[config.mk]
export PLATFORM = sky130hd
export DESIGN_NAME = jet_class_decider
export DESIGN_NICKNAME = d
export VERILOG_FILES = /design/src/rtl/jet_decide_pkg.sv /design/src/rtl/class_counter_bank.sv /design/src/rtl/jet_class_decider.sv
export SDC_FILE = /design/constraint.sdc
export NUM_CORES = 1
export LEC_CHECK = 0
export BUFFER_PORTS_ARGS = -buffer_cell sky130_fd_sc_hd__buf_2
export CAP_MARGIN = 40
export CORE_MARGIN = 2
export CORE_UTILIZATION = 30
export CTS_CLUSTER_SIZE = 28
export DETAILED_ROUTE_END_ITERATION = 6
export PLACE_DENSITY = 0.51
export SLEW_MARGIN = 40
export SYNTH_ARGS = -nofsm -noshare
export SYNTH_HDL_FRONTEND = slang
export SYNTH_SLANG_ARGS = --single-unit
[constraint.sdc]
create_clock -name clk -period 6.95 [get_ports clk]
set_input_delay 1.39 -clock clk [delete_from_list [all_inputs] [get_ports clk]]
set_output_delay 1.39 -clock clk [all_outputs]
set_load 0.005 [all_outputs]
[src/rtl/jet_decide_pkg.sv]
// -----------------------------------------------------------------------------
// jet_decide_pkg
//   Shared definitions for the jet-tagging class decider:
//     - state_t        : decider FSM states (IDLE -> SCAN -> HOLD -> IDLE)
//     - DEF_*          : default sizing of the softmax vector
//     - idx_t          : class index type for the default class count
//     - to_code()      : real -> signed fixed-point code, for building vectors
// -----------------------------------------------------------------------------
package jet_decide_pkg;

   localparam int DEF_OUTPUT_SIZE = 5;
   localparam int DEF_WIDTH       = 16;
   localparam int DEF_NFRAC       = 10;

   typedef enum logic [1:0] {
      ST_IDLE = 2'd0,
      ST_SCAN = 2'd1,
      ST_HOLD = 2'd2
   } state_t;

   typedef logic [$clog2(DEF_OUTPUT_SIZE)-1:0] idx_t;

   // Truncating conversion of a real value to a DEF_NFRAC fixed-point code.
   function automatic logic signed [DEF_WIDTH-1:0] to_code(input real r);
      return DEF_WIDTH'($rtoi(r * (2.0 ** DEF_NFRAC)));
   endfunction

endpackage

[src/rtl/class_counter_bank.sv]
// -----------------------------------------------------------------------------
// class_counter_bank
//   Per-class and total saturating histogram counters for accepted decisions.
//   Ports:
//     clk, reset        : clock, asynchronous active-low reset
//     inc               : count one accepted decision of class inc_idx
//     inc_idx           : class index of the accepted decision
//     clear             : synchronous clear of all counters (wins over inc)
//     class_count       : packed per-class counts, class i at [i*CNT_WIDTH +: CNT_WIDTH]
//     total_count       : total accepted decisions
// -----------------------------------------------------------------------------
module class_counter_bank #(
   parameter int OUTPUT_SIZE = 5,
   parameter int CNT_WIDTH   = 32,
   parameter int IDX_W       = 3
) (
   input  logic                             clk,
   input  logic                             reset,
   input  logic                             inc,
   input  logic [IDX_W-1:0]                 inc_idx,
   input  logic                             clear,
   output logic [CNT_WIDTH*OUTPUT_SIZE-1:0] class_count,
   output logic [CNT_WIDTH-1:0]             total_count
);

   logic [CNT_WIDTH-1:0] r_cnt [OUTPUT_SIZE];
   logic [CNT_WIDTH-1:0] r_total;

   // Increment that sticks at all-ones instead of wrapping.
   function automatic logic [CNT_WIDTH-1:0] sat_inc(input logic [CNT_WIDTH-1:0] v);
      return (&v) ? v : v + 1'b1;
   endfunction

   always_ff @(posedge clk or negedge reset) begin
      if (!reset) begin
         for (int i = 0; i < OUTPUT_SIZE; i++) r_cnt[i] <= '0;
         r_total <= '0;
      end else if (clear) begin
         for (int i = 0; i < OUTPUT_SIZE; i++) r_cnt[i] <= '0;
         r_total <= '0;
      end else if (inc) begin
         for (int i = 0; i < OUTPUT_SIZE; i++) begin
            if (inc_idx == IDX_W'(i)) r_cnt[i] <= sat_inc(r_cnt[i]);
         end
         r_total <= sat_inc(r_total);
      end
   end

   always_comb begin
      class_count = '0;
      for (int i = 0; i < OUTPUT_SIZE; i++) begin
         class_count[i*CNT_WIDTH +: CNT_WIDTH] = r_cnt[i];
      end
   end

   assign total_count = r_total;

endmodule

[src/rtl/jet_class_decider.sv]
// -----------------------------------------------------------------------------
// jet_class_decider
//   Captures the softmax vector on a rising edge of in_valid, scans it one
//   entry per cycle for the arg-max, presents {class_idx, class_score,
//   low_conf} on a valid/ready handshake and histograms accepted decisions.
//   Ports:
//     clk, reset            : clock, asynchronous active-low reset
//     in_valid, in_data     : network output_ready level and softmax vector
//                             (entry i at [i*WIDTH +: WIDTH], signed)
//     out_valid, out_ready  : decision handshake
//     class_idx/class_score : winning class and its score
//     low_conf              : class_score < THRESH (signed)
//     busy                  : FSM not idle
//     overrun               : sticky, capture arrived while busy
//     clear_counts          : clears histogram and overrun
//     class_count, total_count : histogram outputs
// -----------------------------------------------------------------------------
module jet_class_decider
   import jet_decide_pkg::*;
#(
   parameter int WIDTH       = 16,
   parameter int NFRAC       = 10,
   parameter int OUTPUT_SIZE = 5,
   parameter int CNT_WIDTH   = 32,
   parameter int THRESH      = 512
) (
   input  logic                                  clk,
   input  logic                                  reset,
   input  logic                                  in_valid,
   input  logic [WIDTH*OUTPUT_SIZE-1:0]          in_data,
   output logic                                  out_valid,
   input  logic                                  out_ready,
   output logic [$clog2(OUTPUT_SIZE)-1:0]        class_idx,
   output logic signed [WIDTH-1:0]               class_score,
   output logic                                  low_conf,
   output logic                                  busy,
   output logic                                  overrun,
   input  logic                                  clear_counts,
   output logic [CNT_WIDTH*OUTPUT_SIZE-1:0]      class_count,
   output logic [CNT_WIDTH-1:0]                  total_count
);

   localparam int IDX_W = $clog2(OUTPUT_SIZE);
   localparam int PTR_W = $clog2(OUTPUT_SIZE + 1);
   // The pointer runs one past the last entry; that extra SCAN cycle latches
   // the result into the output registers.
   localparam logic [PTR_W-1:0] PTR_DONE = PTR_W'(OUTPUT_SIZE);
   localparam logic signed [WIDTH-1:0] THRESH_S = WIDTH'(THRESH);

   state_t                  r_state;
   state_t                  w_state_next;
   logic                    r_in_valid_q;
   logic                    w_capture;
   logic                    w_accept;
   logic [PTR_W-1:0]        r_ptr;
   logic signed [WIDTH-1:0] r_buf [OUTPUT_SIZE];
   logic signed [WIDTH-1:0] r_max;
   logic [IDX_W-1:0]        r_idx;
   logic signed [WIDTH-1:0] w_entry;
   logic [IDX_W-1:0]        w_scan_idx;
   logic [IDX_W-1:0]        r_out_idx;
   logic signed [WIDTH-1:0] r_out_score;
   logic                    r_low_conf;
   logic                    r_overrun;

   function automatic logic is_low_conf(input logic signed [WIDTH-1:0] s);
      return s < THRESH_S;
   endfunction

   assign w_capture  = in_valid & ~r_in_valid_q;
   assign w_accept   = (r_state == ST_HOLD) & out_ready;
   assign w_scan_idx = IDX_W'(r_ptr);
   assign w_entry    = r_buf[w_scan_idx];

   // ---- control: state register and edge detect ----
   always_ff @(posedge clk or negedge reset) begin
      if (!reset) begin
         r_state      <= ST_IDLE;
         r_in_valid_q <= 1'b0;
      end else begin
         r_state      <= w_state_next;
         r_in_valid_q <= in_valid;
      end
   end

   always_comb begin
      w_state_next = r_state;
      case (r_state)
         ST_IDLE: if (w_capture)         w_state_next = ST_SCAN;
         ST_SCAN: if (r_ptr == PTR_DONE) w_state_next = ST_HOLD;
         ST_HOLD: if (w_accept)          w_state_next = ST_IDLE;
         default:                        w_state_next = ST_IDLE;
      endcase
   end

   // ---- capture / scan datapath (no reset: always loaded before use) ----
   always_ff @(posedge clk) begin
      if (r_state == ST_IDLE && w_capture) begin
         for (int i = 0; i < OUTPUT_SIZE; i++) begin
            r_buf[i] <= $signed(in_data[i*WIDTH +: WIDTH]);
         end
         r_max <= $signed(in_data[0 +: WIDTH]);
         r_idx <= '0;
      end else if (r_state == ST_SCAN && r_ptr != PTR_DONE) begin
         // Strictly greater keeps the lower index on ties.
         if (w_entry > r_max) begin
            r_max <= w_entry;
            r_idx <= w_scan_idx;
         end
      end
   end

   // ---- scan pointer and result registers ----
   always_ff @(posedge clk or negedge reset) begin
      if (!reset) begin
         r_ptr       <= '0;
         r_out_idx   <= '0;
         r_out_score <= '0;
         r_low_conf  <= 1'b0;
      end else begin
         case (r_state)
            ST_IDLE: if (w_capture) r_ptr <= PTR_W'(1);
            ST_SCAN: begin
               if (r_ptr == PTR_DONE) begin
                  r_out_idx   <= r_idx;
                  r_out_score <= r_max;
                  r_low_conf  <= is_low_conf(r_max);
               end else begin
                  r_ptr <= r_ptr + 1'b1;
               end
            end
            default: ;
         endcase
      end
   end

   // ---- sticky overrun: captures dropped while busy ----
   always_ff @(posedge clk or negedge reset) begin
      if (!reset)                                   r_overrun <= 1'b0;
      else if (clear_counts)                        r_overrun <= 1'b0;
      else if (w_capture && r_state != ST_IDLE)     r_overrun <= 1'b1;
   end

   class_counter_bank #(
      .OUTPUT_SIZE (OUTPUT_SIZE),
      .CNT_WIDTH   (CNT_WIDTH),
      .IDX_W       (IDX_W)
   ) u_counters (
      .clk         (clk),
      .reset       (reset),
      .inc         (w_accept),
      .inc_idx     (r_out_idx),
      .clear       (clear_counts),
      .class_count (class_count),
      .total_count (total_count)
   );

   assign out_valid   = (r_state == ST_HOLD);
   assign busy        = (r_state != ST_IDLE);
   assign class_idx   = r_out_idx;
   assign class_score = r_out_score;
   assign low_conf    = r_low_conf;
   assign overrun     = r_overrun;

endmodule
# After elaboration in Yosys (flattened, before gate mapping)
# Memories as Yosys holds them, arrays and structs flattened.
# Index checks and enable logic that the tools add are counted.
classes:
  muxes: 29
  n_reduce_logical: 33
  n_bitwise: 3
  order_cmp: 2
  add_sub_neg: 7
  n_eq_ne: 18
op_table:
  columns: ["op", "n"]
  rows:
  - ["$mux W32", 13]
  - ["$mux W160", 2]
  - ["$add A32 B1 Y32 const B", 6]
  - ["$reduce_and A32 Y1", 6]
  - ["$mux W16", 3]
  - ["$reduce_bool A2 Y1", 11]
  - ["$reduce_and A3 Y1", 7]
  - ["$ne A2 B2 Y1 const B", 9]
  - ["$gt A16 B16 Y1", 1]
  - ["$lt A16 B11 Y1 const B", 1]
  - ["$reduce_and A2 Y1", 4]
  - ["$eq A3 B2 Y1 const B", 2]
  - ["$eq A3 B3 Y1 const B", 2]
  - ["$mux W2", 3]
  - ["$mux W3", 2]
  - ["$pmux W2 S3", 1]
  - ["$pmux W3 S2", 1]
  - ["$mux W1", 4]
  - ["$add A3 B1 Y3 const B", 1]
  - ["$eq A3 B1 Y1 const B", 1]
  - ["$logic_and A1 B1 Y1", 3]
  - ["$logic_not A3 Y1", 1]
  - ["$ne A3 B3 Y1 const B", 1]
  - ["$and A1 B1 Y1", 2]
  - ["5 further kinds", 5]
totals:
  output_inout_bits: 215
  input_bits: 85
  n_memories: 1
  ram_bits: 80
  word_cells: 108
  register_bits: 238
memory_table:
  columns: ["memory", "depth", "width", "read_ports", "rd_ports_with_merged_regs", "wr", "line", "source"]
  rows:
  - ["r_buf", 5, 16, 1, 0, 5, "jet_class_decider.sv:56", "logic signed [WIDTH-1:0] r_buf [OUTPUT_SIZE];"]

# Logic depth before layout (Yosys ltp)
logic_depth:
  ltp_word: 5
  mapped_depth: 12

# By module
# Synthesis repeated with hierarchy kept, for this count alone.
unflattened:
  hier_cells: 1574
  area_unflattened_um2: 16016.6
modules_own_cells:
  columns: ["module", "cells_each", "n_inst", "seq_area_each_um2", "area_each_um2"]
  rows:
  - ["class_counter_bank", 1207, 1, 4804.6, 10761.6]
  - ["jet_class_decider", 367, 1, 3618.5, 5255.0]

# Worst setup path after synthesis
# OpenSTA, ideal clock, no wires.
synth_timing:
  path_kind: "input-to-reg"
  startpoint: "in in_valid"
  endpoint: "mem r_buf[0][0], enable pin"
  setup_ns: 0.434
  arrival_ns: 3.450
  cell_stages: 4
  required_ns: 6.516
  slack_ns: 3.066
  path_cell_list: "nand3_1 -> clkbuf_1 -> clkbuf_1 -> inv_1"
synth_rtl:
  columns: ["item", "line", "source"]
  rows:
  - ["start, declared", "jet_class_decider.sv:29", "input logic in_valid,"]
  - ["end, declared", "jet_class_decider.sv:56", null]

# Worst setup path in the final report
layout_timing:
  startpoint: "reg r_ptr[2]"
  endpoint: "reg r_max[10], enable pin"
layout_via:
  elab_chain_cells: 4
layout_rtl:
  columns: ["item", "line", "source"]
  rows:
  - ["start, declared", "jet_class_decider.sv:55", "logic [PTR_W-1:0] r_ptr;"]
  - ["start signal, assigned", "jet_class_decider.sv:129", "r_ptr <= r_ptr + 1'b1;"]
  - ["$mem_v2 Z5 W16 / $ne A3 B3 Y1 (equally long branches)", null, null]
  - ["$gt A16 B16 Y1 / $logic_and A1 B1 Y1 (equally long branches)", "jet_class_decider.sv:106, jet_class_decider.sv:104", null]
  - ["$reduce_bool A2 Y1 (no line)", null, null]
  - ["$reduce_and A2 Y1 (no line) *", null, null]
  - ["end signal, assigned", "jet_class_decider.sv:102", "r_max <= $signed(in_data[0 +: WIDTH]);"]
  - ["end signal, assigned", "jet_class_decider.sv:107", "r_max <= w_entry;"]
  - ["end, declared", "jet_class_decider.sv:57", "logic signed [WIDTH-1:0] r_max;"]
# Every way passes the cells marked *; elsewhere a longest branch is shown, timed or not.
# A chain may end at the register's enable or synchronous reset.

==> results.txt <==
RSZ-0062 raised after global routing: false
mean routed wirelength per cell: 17.3 um
DRC viols: 0
Die Height: 230 um
Hold Crit Class: register to register
worst hold stages: 2
hpwl dp: 29.9 mm
grt ovf: 0
Post-Route Setup TNS: 0 ps
Mapped Area: 0.0153 sq mm
vias: 11970
pin count of the biggest net entering global routing: 111
cell count of the worst reg-to-reg path: 10
CTS buffer count: 40
number of vias per cell: 4.90
Register Area: 0.00842 sq mm
Antenna Nets Post-Route: 0
Initial Utilization: 30.5%
Setup CP Type: register to register
Seq cells post-synth: 318
H-tree levels: 2
CP Data Arrival Time: 3920 ps
filler instances: 5043
CP endpoint kind: register
vias in the first global route: 11610
routability cong.: 0.801
share of layout cells above drive strength 1: 23.3%
Max Fanout on Critical Path: 19
CTS tree: built
Multi-input gate area: 0.00659 sq mm
First-pass DRT Iterations: 5
CTS resizes: 0
CTS root buffer: clkbuf_16
first-pass GRT wire length: 66.8 mm
Final period util: 54.9%
Hold-fix buffers, CTS: 0
Layout Skew: 26.2 ps
status: finished clean
antenna diode count: 0
critical path launch point type: register
Die Width: 230 um
Final Hold Fails: 0
Reg clk slew, reported paths: 60 ps
max-slew violations: 0
Post-synth EDFFs: 96
setup ws final: 3130 ps
I/O pin cnt: 300
slew at the pin closest to its max-slew limit: 816 ps
area grow syn2layout: 23.0%
LEAKAGE: 8.40 nW
NumNets Final: 1850
Hold Startpoint: r_idx[1]$_SDFFE_PP0P_
Min Clock Period, post-route: 3820 ps
row count: 82
CTS sink count: 318
predominant post-synthesis flop cell: dfrtp_1
Place WS: 2940 ps
synth unique cells: 64
asr flop ratio synth: 68.9%
Tot GR Track Use: 15.8%
reg2reg end: r_max[10]$_DFFE_PP_
Peak VDD IR: 0.182 mV
sequential share of the synthesized area: 55.0%
initial antenna violation count: 0
max_cap viols: 0
Post-Syn Nets: 1559
Port Buffer Count: 299
Clock Latency Late Sink: 550 ps
reg-to-reg critical path startpoint: r_ptr[2]$_DFFE_PN0P_
Cells after Synth: 1450
Core ar.: 0.0503 sq mm
total wire length: 42.3 mm
Post-CTS Setup Bufs: 0
Starting DRT DRC Count: 693
CTS max path bufs: 3
Power Dens Cells: 280 mW/mm^2
Final Setup Violations: 0
worst endpoint required time: 7050 ps
Synth Area per Inst: 10.6 sq um
worst min-delay path endpoint: r_idx[1]$_SDFFE_PP0P_
r2r setup slk: 3130 ps
Yosys Warn Count: 0
FMAX: 262 MHz
slew margin rel.: 45.6%
die area: 0.0529 sq mm
[cell usage after synthesis, types with 3 or more instances]
master / instances / area (sq um)
a21o_1: 6 / 45.0
a21oi_1: 23 / 115
a31oi_1: 22 / 138
and2_1: 11 / 68.8
and3_1: 45 / 282
and4_1: 24 / 210
buf_2: 9 / 45.0
clkbuf_1: 47 / 176
dfrtp_1: 219 / 5480
dfxtp_1: 3 / 60.1
edfxtp_1: 96 / 2880
ha_1: 24 / 300
inv_1: 30 / 113
mux2_2: 7 / 78.8
mux2i_1: 6 / 60.1
mux4_2: 16 / 360
nand2_1: 132 / 495
nand2b_1: 7 / 43.8
nand3_1: 95 / 475
nand4_1: 71 / 444
nor2_1: 218 / 818
nor2b_1: 9 / 56.3
nor3_1: 40 / 200
nor3b_1: 3 / 22.5
nor4_1: 16 / 100
nor4b_1: 5 / 43.8
o2111ai_1: 5 / 43.8
o211ai_1: 3 / 22.5
o21ai_0: 35 / 175
or2_2: 3 / 18.8
or3_1: 13 / 81.3
or4_1: 5 / 37.5
xnor2_1: 49 / 429
xor2_1: 115 / 1010
[per-stage QoR]
| step | instance area, sq um | power (mW) | hold WS (ps) | std cells | utilization, % |
|---|---|---|---|---|---|
| 6_report | 18800 | 5.28 | 466 | 2442 | 37.5 |
| 5_1_grt | 18800 | 5.59 | 521 | 2442 | 37.5 |
| 4_1_cts | 18800 | 5.39 | 472 | 2442 | 37.5 |
| 3_5_place_dp | 17600 | 3.35 | 464 | 2371 | 35.0 |
| 3_3_place_gp | 17500 | 3.34 | 460 | 2370 | 34.9 |
| 2_1_floorplan | 15300 | 2.96 | 436 | 1450 | - |
[cell type report]
cell class / instances / area share [%]
clock inverters: 20 / 0.897
flip-flops and latches: 318 / 44.7
inverters: 31 / 0.624
well taps: 672 / 4.46
clock buffers: 51 / 5.75
multi-input cells: 1042 / 35.0
repair buffers: 308 / 8.56
[per-layer routing]
metal | up-vias | GRT usage, % | wire [um]
met5 | - | 0 | 0
met4 | 0 | 5.16 | 1190
met3 | 70 | 3.20 | 2240
met2 | 282 | 24.7 | 19400
met1 | 5866 | 22.0 | 19500
li1 | 5752 | - | -
[critical path, cell delays in order, from the launching register on]
cell and delay [ps]:
dfrtp_1 850, inv_2 380, nand2_1 170, nand2_1 80, ha_1 290, and4_1 230
a221o_1 350, a31oi_1 200, o21ai_0 150, nand2_1 180, nand2_1 480
[registers in the layout (all words and copies together), names as in the netlist, 3 cells and up]
| signal | count |
|---|---|
| class_score | 16 |
| u_counters.class_count | 160 |
| class_idx | 3 |
| r_idx | 3 |
| r_buf | 80 |
| u_counters.total_count | 32 |
| r_ptr | 3 |
| r_max | 16 |
[where the power goes]
part | total, mW | switching (mW) | internal, mW
Combinational | 0.969 | 0.569 | 0.400
Sequential | 2.32 | 0.146 | 2.17
Clock | 1.99 | 0.816 | 1.18
Total | 5.28 | 1.53 | 3.75
[cells in the final DEF, fill, tap and decap left out, types with 5 or more instances in the layout]
cell,synthesis,layout
or3_1,13,13
xnor2_1,49,49
nor3_1,40,40
mux2_2,7,7
clkbuf_1,47,7
nor2_1,218,218
o2111ai_1,5,5
clkinv_2,0,9
nor2b_1,9,9
ha_1,24,24
clkinv_1,0,5
nor4b_1,5,5
and2_1,11,11
buf_2,9,297
nand3_1,95,94
clkbuf_16,0,40
o21ai_0,35,35
a21o_1,6,6
edfxtp_1,96,96
nand2b_1,7,7
a21oi_1,23,23
buf_4,1,7
nand4_1,71,71
and4_1,24,24
xor2_1,115,115
nand2_1,132,132
dfrtp_1,219,218
and3_1,45,45
or4_1,5,5
nor4_1,16,15
a31oi_1,22,21
mux2i_1,6,6
inv_1,30,29
mux4_2,16,16
[worst max path at each step]
stage                              start                                endpoint  slack (ps)  depth (start not counted)
floorplan                       in_valid                   r_buf[0][0]$_DFFE_PP_        3070                          4
global placement            clear_counts  u_counters.total_count[28]$_DFFE_PN0P_        2850                          7
detailed placement          clear_counts  u_counters.total_count[28]$_DFFE_PN0P_        2940                          7
CTS                 r_ptr[2]$_DFFE_PN0P_                     r_max[10]$_DFFE_PP_        3020                         10
global route        r_ptr[2]$_DFFE_PN0P_                     r_max[12]$_DFFE_PP_        2820                         10
finish              r_ptr[2]$_DFFE_PN0P_                     r_max[10]$_DFFE_PP_        3130                         10
[cell families after synthesis]
group | after synthesis | share of synthesized area (%)
buffers and inverters | 90 | 2.31
xor gates and xnor gates | 164 | 9.38
adders and majority gates | 24 | 1.96
and+or+nand+nor | 711 | 23.2
muxes | 29 | 3.26
AOI/OAI and AO/OA | 114 | 4.88
DFF | 318 | 55.0
No activity file was read; power rests on OpenSTA's default activity.
